File: src/rtl/mem_stall_ctrl_pkg.sv
// mem_stall_ctrl_pkg: opcodes, funct3 encodings, FSM states and access-size helpers
package mem_stall_ctrl_pkg;
    localparam logic [6:0] OP_LOAD  = 7'b0000011;
    localparam logic [6:0] OP_STORE = 7'b0100011;
    typedef enum logic [2:0] {LB = 3'b000, LH = 3'b001, LW = 3'b010, LBU = 3'b100, LHU = 3'b101} load_f3_e;
    typedef enum logic [2:0] {SB = 3'b000, SH = 3'b001, SW = 3'b010} store_f3_e;
    typedef enum logic [1:0] {IDLE, REQ, WAIT, DONE} state_e;
    typedef enum logic [1:0] {SZ_B, SZ_H, SZ_W} size_e;
    // funct3[1:0] picks the size; every unused encoding falls back to a word
    function automatic size_e size_of(input logic [2:0] f3);
        return f3[1:0] == SB[1:0] ? SZ_B : f3[1:0] == SH[1:0] ? SZ_H : SZ_W;
    endfunction
    function automatic logic misaligned(input logic [2:0] f3, input logic [1:0] lane);
        return size_of(f3) == SZ_H ? lane[0] : size_of(f3) == SZ_W ? |lane : 1'b0;
    endfunction
endpackage

File: src/rtl/mem_stall_ctrl_if.sv
// mem_stall_ctrl_if: L1 D-cache request/response channel
interface mem_stall_ctrl_if #(parameter int XLEN = 32);
    logic            req_valid;
    logic            req_ready;
    logic            req_we;
    logic [XLEN-1:0] req_addr;
    logic [XLEN-1:0] req_wdata;
    logic [3:0]      req_be;
    logic            resp_valid;
    logic [XLEN-1:0] resp_rdata;
    modport master (output req_valid, req_we, req_addr, req_wdata, req_be,
                    input  req_ready, resp_valid, resp_rdata);
    modport slave  (input  req_valid, req_we, req_addr, req_wdata, req_be,
                    output req_ready, resp_valid, resp_rdata);
endinterface

File: src/rtl/mem_stall_ctrl_ls_align.sv
// ls_align: store lane replication and strobes, load lane extraction and extension
module ls_align
    import mem_stall_ctrl_pkg::*;
#(
    parameter int XLEN = 32
) (
    input  logic [2:0]      funct3,
    input  logic [1:0]      lane,
    input  logic [XLEN-1:0] wdata,
    input  logic [XLEN-1:0] rdata,
    output logic [3:0]      be,
    output logic [XLEN-1:0] st_data,
    output logic [XLEN-1:0] ld_data
);
    size_e           sz;
    logic [XLEN-1:0] sh;
    // unsigned variants have funct3[2] set, which suppresses sign fill
    always_comb begin
        sz      = size_of(funct3);
        sh      = rdata >> {lane, 3'b000};
        be      = sz == SZ_B ? 4'b0001 << lane : sz == SZ_H ? 4'b0011 << lane : 4'b1111;
        st_data = sz == SZ_B ? {4{wdata[7:0]}} : sz == SZ_H ? {2{wdata[15:0]}} : wdata;
        ld_data = sz == SZ_B ? {{24{~funct3[2] & sh[7]}}, sh[7:0]} :
                  sz == SZ_H ? {{16{~funct3[2] & sh[15]}}, sh[15:0]} : rdata;
    end
endmodule

File: src/rtl/mem_stall_ctrl.sv
// mem_stall_ctrl: MEM-stage cache access sequencer with stall request and stall counter
module mem_stall_ctrl
    import mem_stall_ctrl_pkg::*;
#(
    parameter int XLEN  = 32,
    parameter int CNT_W = 32
) (
    input  logic             clk_i,
    input  logic             rst_i,
    input  logic [31:0]      inst_mem_i,
    input  logic [XLEN-1:0]  addr_i,
    input  logic [XLEN-1:0]  wdata_i,
    input  logic             flush_mem_i,
    mem_stall_ctrl_if.master dc,
    output logic             stall_o,
    output logic [XLEN-1:0]  ld_data_o,
    output logic             misalign_o,
    output logic [CNT_W-1:0] stall_cnt_o
);
    state_e          state;
    logic [2:0]      f3_q;
    logic [1:0]      lane_q;
    logic            go, mis;
    logic [2:0]      al_f3;
    logic [1:0]      al_lane;
    logic [3:0]      be;
    logic [XLEN-1:0] st_data, ld_ext;
    assign go      = (inst_mem_i[6:0] == OP_LOAD || inst_mem_i[6:0] == OP_STORE) && !flush_mem_i;
    assign mis     = misaligned(inst_mem_i[14:12], addr_i[1:0]);
    assign stall_o = state == REQ || state == WAIT || (state == IDLE && go && !mis);
    // the aligner sees the incoming instruction while idle and the latched access afterwards
    assign al_f3   = state == IDLE ? inst_mem_i[14:12] : f3_q;
    assign al_lane = state == IDLE ? addr_i[1:0] : lane_q;
    ls_align #(.XLEN(XLEN)) u_align (
        .funct3  (al_f3),
        .lane    (al_lane),
        .wdata   (wdata_i),
        .rdata   (dc.resp_rdata),
        .be      (be),
        .st_data (st_data),
        .ld_data (ld_ext)
    );
    // access sequencer; request payload is latched on issue so it stays stable until accepted
    always_ff @(posedge clk_i or posedge rst_i) begin
        if (rst_i) begin
            state        <= IDLE;
            dc.req_valid <= 1'b0;
            dc.req_we    <= 1'b0;
            dc.req_addr  <= '0;
            dc.req_wdata <= '0;
            dc.req_be    <= '0;
            f3_q         <= '0;
            lane_q       <= '0;
            ld_data_o    <= '0;
            misalign_o   <= 1'b0;
        end else begin
            misalign_o <= 1'b0;
            case (state)
                IDLE: if (go) begin
                    if (mis) begin
                        state      <= DONE;
                        misalign_o <= 1'b1;
                    end else begin
                        state        <= REQ;
                        dc.req_valid <= 1'b1;
                        dc.req_we    <= inst_mem_i[6:0] == OP_STORE;
                        dc.req_addr  <= {addr_i[XLEN-1:2], 2'b00};
                        dc.req_wdata <= st_data;
                        dc.req_be    <= be;
                        f3_q         <= inst_mem_i[14:12];
                        lane_q       <= addr_i[1:0];
                    end
                end
                REQ: if (dc.req_ready) begin
                    dc.req_valid <= 1'b0;
                    state        <= WAIT;
                end
                WAIT: if (dc.resp_valid) begin
                    if (!dc.req_we) ld_data_o <= ld_ext;
                    state <= DONE;
                end
                DONE: state <= IDLE;
            endcase
        end
    end
    // saturating count of stalled cycles
    always_ff @(posedge clk_i or posedge rst_i) begin
        if (rst_i) stall_cnt_o <= '0;
        else if (stall_o && !(&stall_cnt_o)) stall_cnt_o <= stall_cnt_o + CNT_W'(1);
    end
endmodule

File: src/flat_wrapper.sv
// flat-port wrapper written by rule: the top's interface ports become plain ports
module mem_stall_ctrl_flat import mem_stall_ctrl_pkg::*;
#(
    parameter int XLEN  = 32,
    parameter int CNT_W = 32
)
  (clk_i, rst_i, inst_mem_i, addr_i, wdata_i, flush_mem_i, stall_o, ld_data_o, misalign_o, stall_cnt_o, dc_req_valid, dc_req_we, dc_req_addr, dc_req_wdata, dc_req_be, dc_req_ready, dc_resp_valid, dc_resp_rdata);
  mem_stall_ctrl_if #(.XLEN(XLEN)) dc_i ();
  input  logic clk_i;
  input  logic rst_i;
  input  logic [31:0] inst_mem_i;
  input  logic [XLEN-1:0] addr_i;
  input  logic [XLEN-1:0] wdata_i;
  input  logic flush_mem_i;
  output logic stall_o;
  output logic [XLEN-1:0] ld_data_o;
  output logic misalign_o;
  output logic [CNT_W-1:0] stall_cnt_o;
  output wire logic [$bits(dc_i.req_valid)-1:0] dc_req_valid;
  output wire logic [$bits(dc_i.req_we)-1:0] dc_req_we;
  output wire logic [$bits(dc_i.req_addr)-1:0] dc_req_addr;
  output wire logic [$bits(dc_i.req_wdata)-1:0] dc_req_wdata;
  output wire logic [$bits(dc_i.req_be)-1:0] dc_req_be;
  input wire logic [$bits(dc_i.req_ready)-1:0] dc_req_ready;
  input wire logic [$bits(dc_i.resp_valid)-1:0] dc_resp_valid;
  input wire logic [$bits(dc_i.resp_rdata)-1:0] dc_resp_rdata;
  assign dc_req_valid = dc_i.req_valid;
  assign dc_req_we = dc_i.req_we;
  assign dc_req_addr = dc_i.req_addr;
  assign dc_req_wdata = dc_i.req_wdata;
  assign dc_req_be = dc_i.req_be;
  assign dc_i.req_ready = dc_req_ready;
  assign dc_i.resp_valid = dc_resp_valid;
  assign dc_i.resp_rdata = dc_resp_rdata;
  mem_stall_ctrl #(.XLEN(XLEN), .CNT_W(CNT_W)) u_core (.clk_i(clk_i), .rst_i(rst_i), .inst_mem_i(inst_mem_i), .addr_i(addr_i), .wdata_i(wdata_i), .flush_mem_i(flush_mem_i), .dc(dc_i), .stall_o(stall_o), .ld_data_o(ld_data_o), .misalign_o(misalign_o), .stall_cnt_o(stall_cnt_o));
endmodule
File: config.mk
export PLATFORM = sky130hd
export DESIGN_NAME = mem_stall_ctrl_flat
export DESIGN_NICKNAME = d
export VERILOG_FILES = /design/src/rtl/mem_stall_ctrl_pkg.sv /design/src/rtl/mem_stall_ctrl_if.sv /design/src/rtl/mem_stall_ctrl_ls_align.sv /design/src/rtl/mem_stall_ctrl.sv /design/src/flat_wrapper.sv
export SDC_FILE = /design/constraint.sdc
export NUM_CORES = 1
export LEC_CHECK = 0
export ABC_CLOCK_PERIOD_IN_PS = 8600
export CORE_MARGIN = 8
export CORE_UTILIZATION = 45
export CTS_CLUSTER_DIAMETER = 60
export DETAILED_ROUTE_END_ITERATION = 8
export GPL_TIMING_DRIVEN = 0
export PLACE_DENSITY = 0.95
export SETUP_SLACK_MARGIN = 0.15
export SLEW_MARGIN = 5
export SYNTH_ARGS = -nofsm -noshare
export SYNTH_HDL_FRONTEND = slang
export SYNTH_SLANG_ARGS = --single-unit
File: constraint.sdc
create_clock -name clk_i -period 8.6 [get_ports clk_i]
set_input_delay 1.72 -clock clk_i [delete_from_list [all_inputs] [get_ports clk_i]]
set_output_delay 1.72 -clock clk_i [all_outputs]
set_load 0.01 [all_outputs]
# Word level (Yosys, flattened, before mapping)
# Cells that the tools add are included.
# classes
addsub	1
n_eq_ne	14
n_shift	3
mux	26
n_bitwise	5
n_reduce_logical	21
# ops
operator	n
32-bit 2-to-1 mux	4
32-bit by 1-bit adder with 32-bit output (second input constant)	1
32-bit AND reduction	1
32-bit by 5-bit right shift with 16-bit output	1
2-bit 2-to-1 mux	9
2-bit by 1-bit equality test with 1-bit output (second input constant)	5
3-bit AND reduction	3
2-bit logical NOT	4
1-bit 2-to-1 mux	8
4-bit 2-to-1 mux	2
2-bit one-hot mux with 4 select lines	1
7-bit by 2-bit equality test with 1-bit output (second input constant)	1
7-bit by 6-bit equality test with 1-bit output (second input constant)	1
2-bit equality test (second input constant)	3
2-bit != test (second input constant)	3
1-bit logical AND	4
4-bit AND reduction	1
1-bit by 2-bit left shift with 4-bit output (first input constant)	1
2-bit by 2-bit left shift with 4-bit output (first input constant)	1
1-bit logical NOT	3
1-bit logical OR	3
3-bit 2-to-1 mux	1
1-bit NOT	3
1-bit bitwise AND	2
other kinds (4)	4
# totals
register_bits	140
input_bits	133
word_cells	81

# Longest topological paths before layout
# Gate-level depths: netlist of run 1.
# logic_depth
ltp_word	10
ltp_mapped	10
mapped_depth_nobuf	8

# By module
# A second synthesis of run 1 with hierarchy kept.
# hier_totals
hier_cells	747
hier_area_um2	7229.4
# modules_own_cells
mod	n_inst	cells_per_inst	area_each_um2
mem_stall_ctrl	1	561	5856.9
ls_align	1	186	1372.6

# Least setup slack after synthesis of run 1
# No wires, ideal clock.
# synth_timing
path_type	input -> output
startpoint	in inst_mem_i[0]
endpoint	out stall_o
arrival_time_ns	2.535
path_slack_ns	4.345
path_stages	3
n_path_buf	0
cell_sequence	and3b_1 a41oi_1 inv_1
# synth_via
elab_chain_len	6
word_cells_on_any_way	7
classes_between	eq/ne: 2; reduce/logical: 5
# synth_rtl
item	line	rtl
start: declaration	flat_wrapper.sv:11	input logic [31:0] inst_mem_i;
7-bit by 2-bit equality test with 1-bit output / 7-bit by 6-bit equality test with 1-bit output (equally long branches)	mem_stall_ctrl.sv:28	assign go = (inst_mem_i[6:0] == OP_LOAD || inst_mem_i[6:0] == OP_STORE) && !flush_mem_i;
1-bit logical OR *	mem_stall_ctrl.sv:28	
1-bit logical AND *	mem_stall_ctrl.sv:28	
1-bit logical AND * (2 in a row)	mem_stall_ctrl.sv:30	assign stall_o = state == REQ || state == WAIT || (state == IDLE && go && !mis);
1-bit logical OR *	mem_stall_ctrl.sv:30	
end: declaration	flat_wrapper.sv:15	output logic stall_o;
# Mark *: on every way between the ends. The rest lies on a longest branch, timed or not.

# Worst setup path in the final report of run 1
# layout_timing
startpoint	in inst_mem_i[4]
endpoint	out stall_o
# Same word-level chain as after synthesis.

==> flow_summary.yaml, run 1 <==
outcome:
  status: "finished, final reports clean"
clock_network:
  clk_pin_slew_worst_paths_ps: 60
  cts_setup_buffers: 0
  cts_root_buf: "clkbuf_16"
  cts_tree: "built"
  cts_buffers: 17
  hold_buffers: 0
  clk_path_buf_depth: 2
  cts.sinks: 140
  insertion_delay_ps: 410
  htree_levels: 4
  cts_resized: 0
power:
  ir_worst_vdd_uv: 174
  p_comb_share_pct: 36.9
  p_int_w: 0.00166
  p_sw_w: 0.000869
  clkPwrFrac_pct: 28.7
  power_w: 0.00253
  total_leakage_power_nw: 4.35
  p_per_area_mw_per_mm2: 257
  seqPwrFrac_pct: 34.4
  power.share.switching_pct: 34.4
sta:
  tns_ps: 0
  fmax_ghz: 0.178
  setup_violations: 0
  skew_ps: 8.64
  relSlewSlack_pct: 41.7
  rsz0062_at_grt: "no"
  final-hold-violation-count: 0
  worstMarginPinSlew_ps: 863
  period_minus_slack_ps: 5620
  fin_crit_sh_pct: 65.4
  slew_violations: 0
placement:
  hpwl_microns: 16700
  place.gp.congestion: 0.880
  numPortBuffers: 244
  place_inst: 1089
synth:
  yosysUniqueCellTypes: 58
  syn_area_per_cell_sq_um: 9.89
  yosysSeqAreaShare_pct: 53.8
  synth_common_cells: "nand2_1, dfrtp_1, o21ai_0"
  synth.top_cell.area_share_pct: 53.8
  synth_edf_count: 0
  ys.warnings.count: 0
  syn_area_sq_mm: 0.00652
  yosysMostFrequentCell: "nand2_1"
  async_reset_ff_share_pct: 100
  synth_ff_type: "dfrtp_1"
  synth_top_cell_by_area: "dfrtp_1"
  synth_area_leaders: "dfrtp_1, nand2_1, o21ai_0, mux2i_1, xnor2_1"
  synth-seq-cells: 140
  syn_inst: 659
cells_and_area:
  finalNetCount: 1065
  drive_above_1_share_pct: 7.04
  layoutNonFillerInstCount: 1121
  nFillCells: 1068
  antenna_cells_inserted: 0
  area_growth_pct: 50.6
detailed_routing:
  drc: 0
  drt_iter0_drc: 602
  top_layer: "met4"
  ant_nets: 0
  drt-wirelength-per-cell_microns: 20.0
  dr_wl_met2_microns: 10900
  wl_met3_microns: 2350
  routed_wl_microns: 22400
  first_pass_iters: 7
  vias: 6315
  viasPerCell: 5.63
  wl_met1_microns: 8460
setup_path:
  cpMostUsedCell: "clkdlybuf4s50_1"
  cp_top_family: "buffers and inverters"
  cp_max_fo: 9
  worst-endpoint-required_ps: 6880
  critical-path-slowest-cell: "clkdlybuf4s50_1"
  cp_cell_sequence: "clkdlybuf4s50_1 -> nor4_1 -> a41oi_1 -> inv_1 -> clkdlybuf4s50_1"
  max_stage_delay_ps: 550
  r2r-start: "u_core.state[0]$_DFFE_PP0P_"
  critPathKind: "in -> out"
  cp-startpoint: "inst_mem_i[4]"
  arrival_ps: 3900
  worst-path-buf-inv: 3
  cp-start-kind: "primary input"
  end_kind: "output port"
floorplan:
  ios: 269
  die_width_microns: 136
  die_area_sq_mm: 0.0186
  row_count: 44
  start_util_pct: 45.5
  core_area_sq_mm: 0.0143
  die_h_microns: 136
grt:
  grt_pass1_wl_microns: 34400
  track_usage_pct: 23.8
  grt_max_degree: 81
  antenna_found_initial: 0
  grt_overflow: 0
  first_global_vias: 6434
min_path:
  hold_class: "reg -> reg"
  min_from: "u_core.dc.req_addr[18]$_DFFE_PP0P_"
run:
  drv_cap: 0
cells in the final DEF (no fill, tap or decap), types with 13 or more instances in the layout:
cell / n
a221o_1: 16
clkbuf_1: 24
clkbuf_16: 17
clkdlybuf4s50_1: 244
dfrtp_1: 140
mux2i_1: 17
nand2_1: 189
nand3_1: 17
nand4_1: 13
nor2_1: 29
o21ai_0: 39
xnor2_1: 19
metrics by stage:
step | hold WS, ps | utilization (%) | worst slack [ps] | instance area [sq um]
2_1_floorplan | 435 | - | 3130 | 6520
3_3_place_gp | 449 | 64.2 | 1230 | 9190
3_5_place_dp | 455 | 64.4 | 2930 | 9230
4_1_cts | 468 | 68.5 | 2920 | 9810
5_1_grt | 496 | 68.5 | 2810 | 9810
6_report | 464 | 68.5 | 2980 | 9810
layer usage:
metal / vias up / global-route usage, %
li1: 2844 / -
met1: 3054 / 28.3
met2: 364 / 38.5
met3: 53 / 8.24
met4: 0 / 9.88
met5: - / 0
state kept, by name (all words and copies together), names as in the netlist:
| register | cells |
|---|---|
| u_core.dc.req_valid | 1 |
| u_core.f3_q | 3 |
| u_core.dc.req_we | 1 |
| u_core.stall_cnt_o | 32 |
| u_core.dc.req_addr | 30 |
| u_core.dc.req_be | 4 |
| u_core.state | 2 |
| u_core.lane_q | 2 |
| u_core.ld_data_o | 32 |
| u_core.misalign_o | 1 |
| u_core.dc.req_wdata | 32 |
power by group through the flow:
stage / Clock, W / Combinational, W / Sequential [W]
after floorplan: 0 / 0.000433 / 0.000914
after global placement: 0 / 0.000892 / 0.000867
after detailed placement: 0 / 0.000922 / 0.000874
after CTS: 0.000735 / 0.000933 / 0.000866
after global routing: 0.000765 / 0.00101 / 0.000882
final: 0.000725 / 0.000933 / 0.000868
cell families after synthesis:
logic type | count (synthesis) | share of synthesized area, %
AND/OR/NAND/NOR | 293 | 19.9
flip-flops | 140 | 53.8
AO/OA/AOI/OAI | 115 | 13.0
buffers and inverters | 46 | 3.07
XOR/XNOR | 31 | 4.17
multiplexers | 25 | 4.51
adder cells (fa/ha/maj) | 8 | 1.54
other | 1 | 0.0575
worst paths after layout:
path,to,slack (ps),depth (start not counted)
hold / removal,u_core.dc.req_addr[18]$_DFFE_PP0P_,460,2
max in group asynchronous,u_core.ld_data_o[31]$_DFFE_PP0P_,6080,3
setup / recovery,stall_o,2980,5
hold reg to reg,u_core.dc.req_addr[18]$_DFFE_PP0P_,460,2
min in group asynchronous,u_core.stall_cnt_o[2]$_DFFE_PP0P_,1740,2
setup reg to reg,u_core.stall_cnt_o[14]$_DFFE_PP0P_,5730,9
cell type report:
class	count	area [sq um]	area share, %
Buffer	35	159	1.62
Clock buffer	19	453	4.62
Tap cell	184	230	2.35
Timing Repair Buffer	245	2470	25.2
Sequential cell	140	3500	35.7
Clock inverter	13	134	1.36
Inverter	11	46.3	0.472
Multi-Input combinational cell	474	2820	28.7
worst reg2reg max path: stages, from the launching register on:
cell      delay, ps
dfrtp_1         390
inv_1           110
ha_1            170
buf_6           150
a21boi_1        220
a41oi_1         420
a31oi_1         570
buf_2           340
nor3b_2         240
xor2_1          180
Power figures use the tool's default switching activity.
==> inputs of run 2 (changes only) <==
ABC_CLOCK_PERIOD_IN_PS = 4560   (was 8600)
CORE_UTILIZATION = 39   (was 45)
PLACE_DENSITY = 0.89   (was 0.95)
clock period = 4.56 ns   (was 8.6 ns; I/O delays follow)
==> flow_summary.yaml, run 2 (synthesized netlist as in run 1, its figures left out) <==
sta:
  fin_crit_sh_pct: 91.1
  setup_violations: 0
  relSlewSlack_pct: 43.5
  final-hold-violation-count: 0
  tns_ps: 0
  skew_ps: 9.06
  whs_ps: 464
  finalWorstSetupSlack_ps: 405
  slew_violations: 0
  fmax_ghz: 0.241
  period_minus_slack_ps: 4150
  rsz0062_at_grt: "no"
  worstMarginPinSlew_ps: 847
clock_network:
  cts.sinks: 140
  cts_tree: "built"
  clk_pin_slew_worst_paths_ps: 60
  htree_levels: 4
  cts_setup_buffers: 0
  clk_path_buf_depth: 2
  cts_resized: 0
  cts_buffers: 17
  insertion_delay_ps: 420
  hold_buffers: 0
  cts_root_buf: "clkbuf_16"
cells_and_area:
  finalCoreUtilization_pct: 60.3
  final_common_cell: "clkdlybuf4s50_1"
  nFillCells: 1403
  layoutNonFillerInstCount: 1159
  finalNetCount: 1067
  reg.largest.list: "u_core.dc.req_wdata x32, u_core.ld_data_o x32, u_core.stall_cnt_o x32"
  drive_above_1_share_pct: 7.03
  area_growth_pct: 52.3
  antenna_cells_inserted: 0
  most-common-layout-cells: "clkdlybuf4s50_1, nand2_1, dfrtp_1, o21ai_0, nor2_1"
detailed_routing:
  wl_met1_microns: 9100
  drt_iter0_drc: 477
  ant_nets: 0
  first_pass_iters: 7
  routed_wl_microns: 22400
  dr_wl_met2_microns: 10700
  viasPerCell: 5.33
  drt-wirelength-per-cell_microns: 19.4
  vias: 6177
  top_layer: "met5"
  drc: 0
  wl_met3_microns: 1950
setup_path:
  cp-start-kind: "primary input"
  end_kind: "output port"
  critPathKind: "in -> out"
  worst-endpoint-required_ps: 3650
  cp_max_fo: 9
  arrival_ps: 3240
floorplan:
  ios: 269
  die_area_sq_mm: 0.0211
  start_util_pct: 39.6
  die_h_microns: 145
  row_count: 47
  core_area_sq_mm: 0.0165
  die_width_microns: 145
placement:
  hpwl_microns: 16900
  place_inst: 1127
  numPortBuffers: 244
  place.gp.congestion: 0.856
  pre_cts_ws_ps: 393
min_path:
  hold_class: "reg -> reg"
grt:
  antenna_found_initial: 1
  grt_overflow: 0
  grt_max_degree: 39
  grt_pass1_wl_microns: 35600
  track_usage_pct: 21.1
  first_global_vias: 6385
power:
  total_leakage_power_nw: 4.38
  p_per_area_mw_per_mm2: 487
  ir_worst_vdd_uv: 308
run:
  drv_cap: 0
outcome:
  status: "finished, final reports clean"
run 2: cell count changes in the layout (fill, tap and decap cells not counted), sizes merged:
cell      change
inv           -5
clkbuf        +4
buf           +2
bufinv        +2
clkinv        -2
clkinvlp      +1
run 2: critical path: stages:
cell and delay, ps:
clkdlybuf4s50_1 430, nor4_1 640, a41oi_1 530, inv_1 180
clkdlybuf4s50_1 550
run 2: power breakdown:
part	switching (W)	leakage [nW]	internal [W]
Sequential	0.000159	1.87	0.00147
Combinational	0.000877	2.21	0.000864
Clock	0.000547	0.296	0.000920
run 2: final cells by class:
cell class / count / area, sq um / area share (%)
plain buffers: 35 / 159 / 1.60
well taps: 220 / 275 / 2.77
multi-input cells: 474 / 2820 / 28.4
flip-flops and latches: 140 / 3500 / 35.3
inverters: 11 / 45.0 / 0.454
repair buffers: 247 / 2500 / 25.2
clock inverters: 9 / 135 / 1.36
clock buffers: 23 / 488 / 4.92
run 2: final timing paths:
| check | startpoint | endpoint | slack (ps) | depth (start not counted) |
|---|---|---|---|---|
| max | inst_mem_i[2] | stall_o | 410 | 5 |
| min | u_core.f3_q[2]$_DFFE_PP0P_ | u_core.f3_q[2]$_DFFE_PP0P_ | 460 | 2 |
| max reg2reg | u_core.state[1]$_DFFE_PP0P_ | u_core.dc.req_wdata[8]$_DFFE_PP0P_ | 1800 | 7 |
| min reg2reg | u_core.f3_q[2]$_DFFE_PP0P_ | u_core.f3_q[2]$_DFFE_PP0P_ | 460 | 2 |
| max in group asynchronous | rst_i | u_core.ld_data_o[30]$_DFFE_PP0P_ | 2700 | 4 |
| min in group asynchronous | rst_i | u_core.stall_cnt_o[5]$_DFFE_PP0P_ | 960 | 2 |
run 2: layer usage:
metal	up-vias	GRT usage, %
met4	2	9.89
met1	2971	25.2
met3	50	6.37
met5	-	0
li1	2853	-
met2	301	34.4
run 2: per-stage QoR:
stage	power, W	cell area, sq um
after global routing	0.00509	9920
after CTS	0.00487	9920
final	0.00484	9920
after detailed placement	0.00339	9300
after global placement	0.00333	9240
after floorplan	0.00254	6520
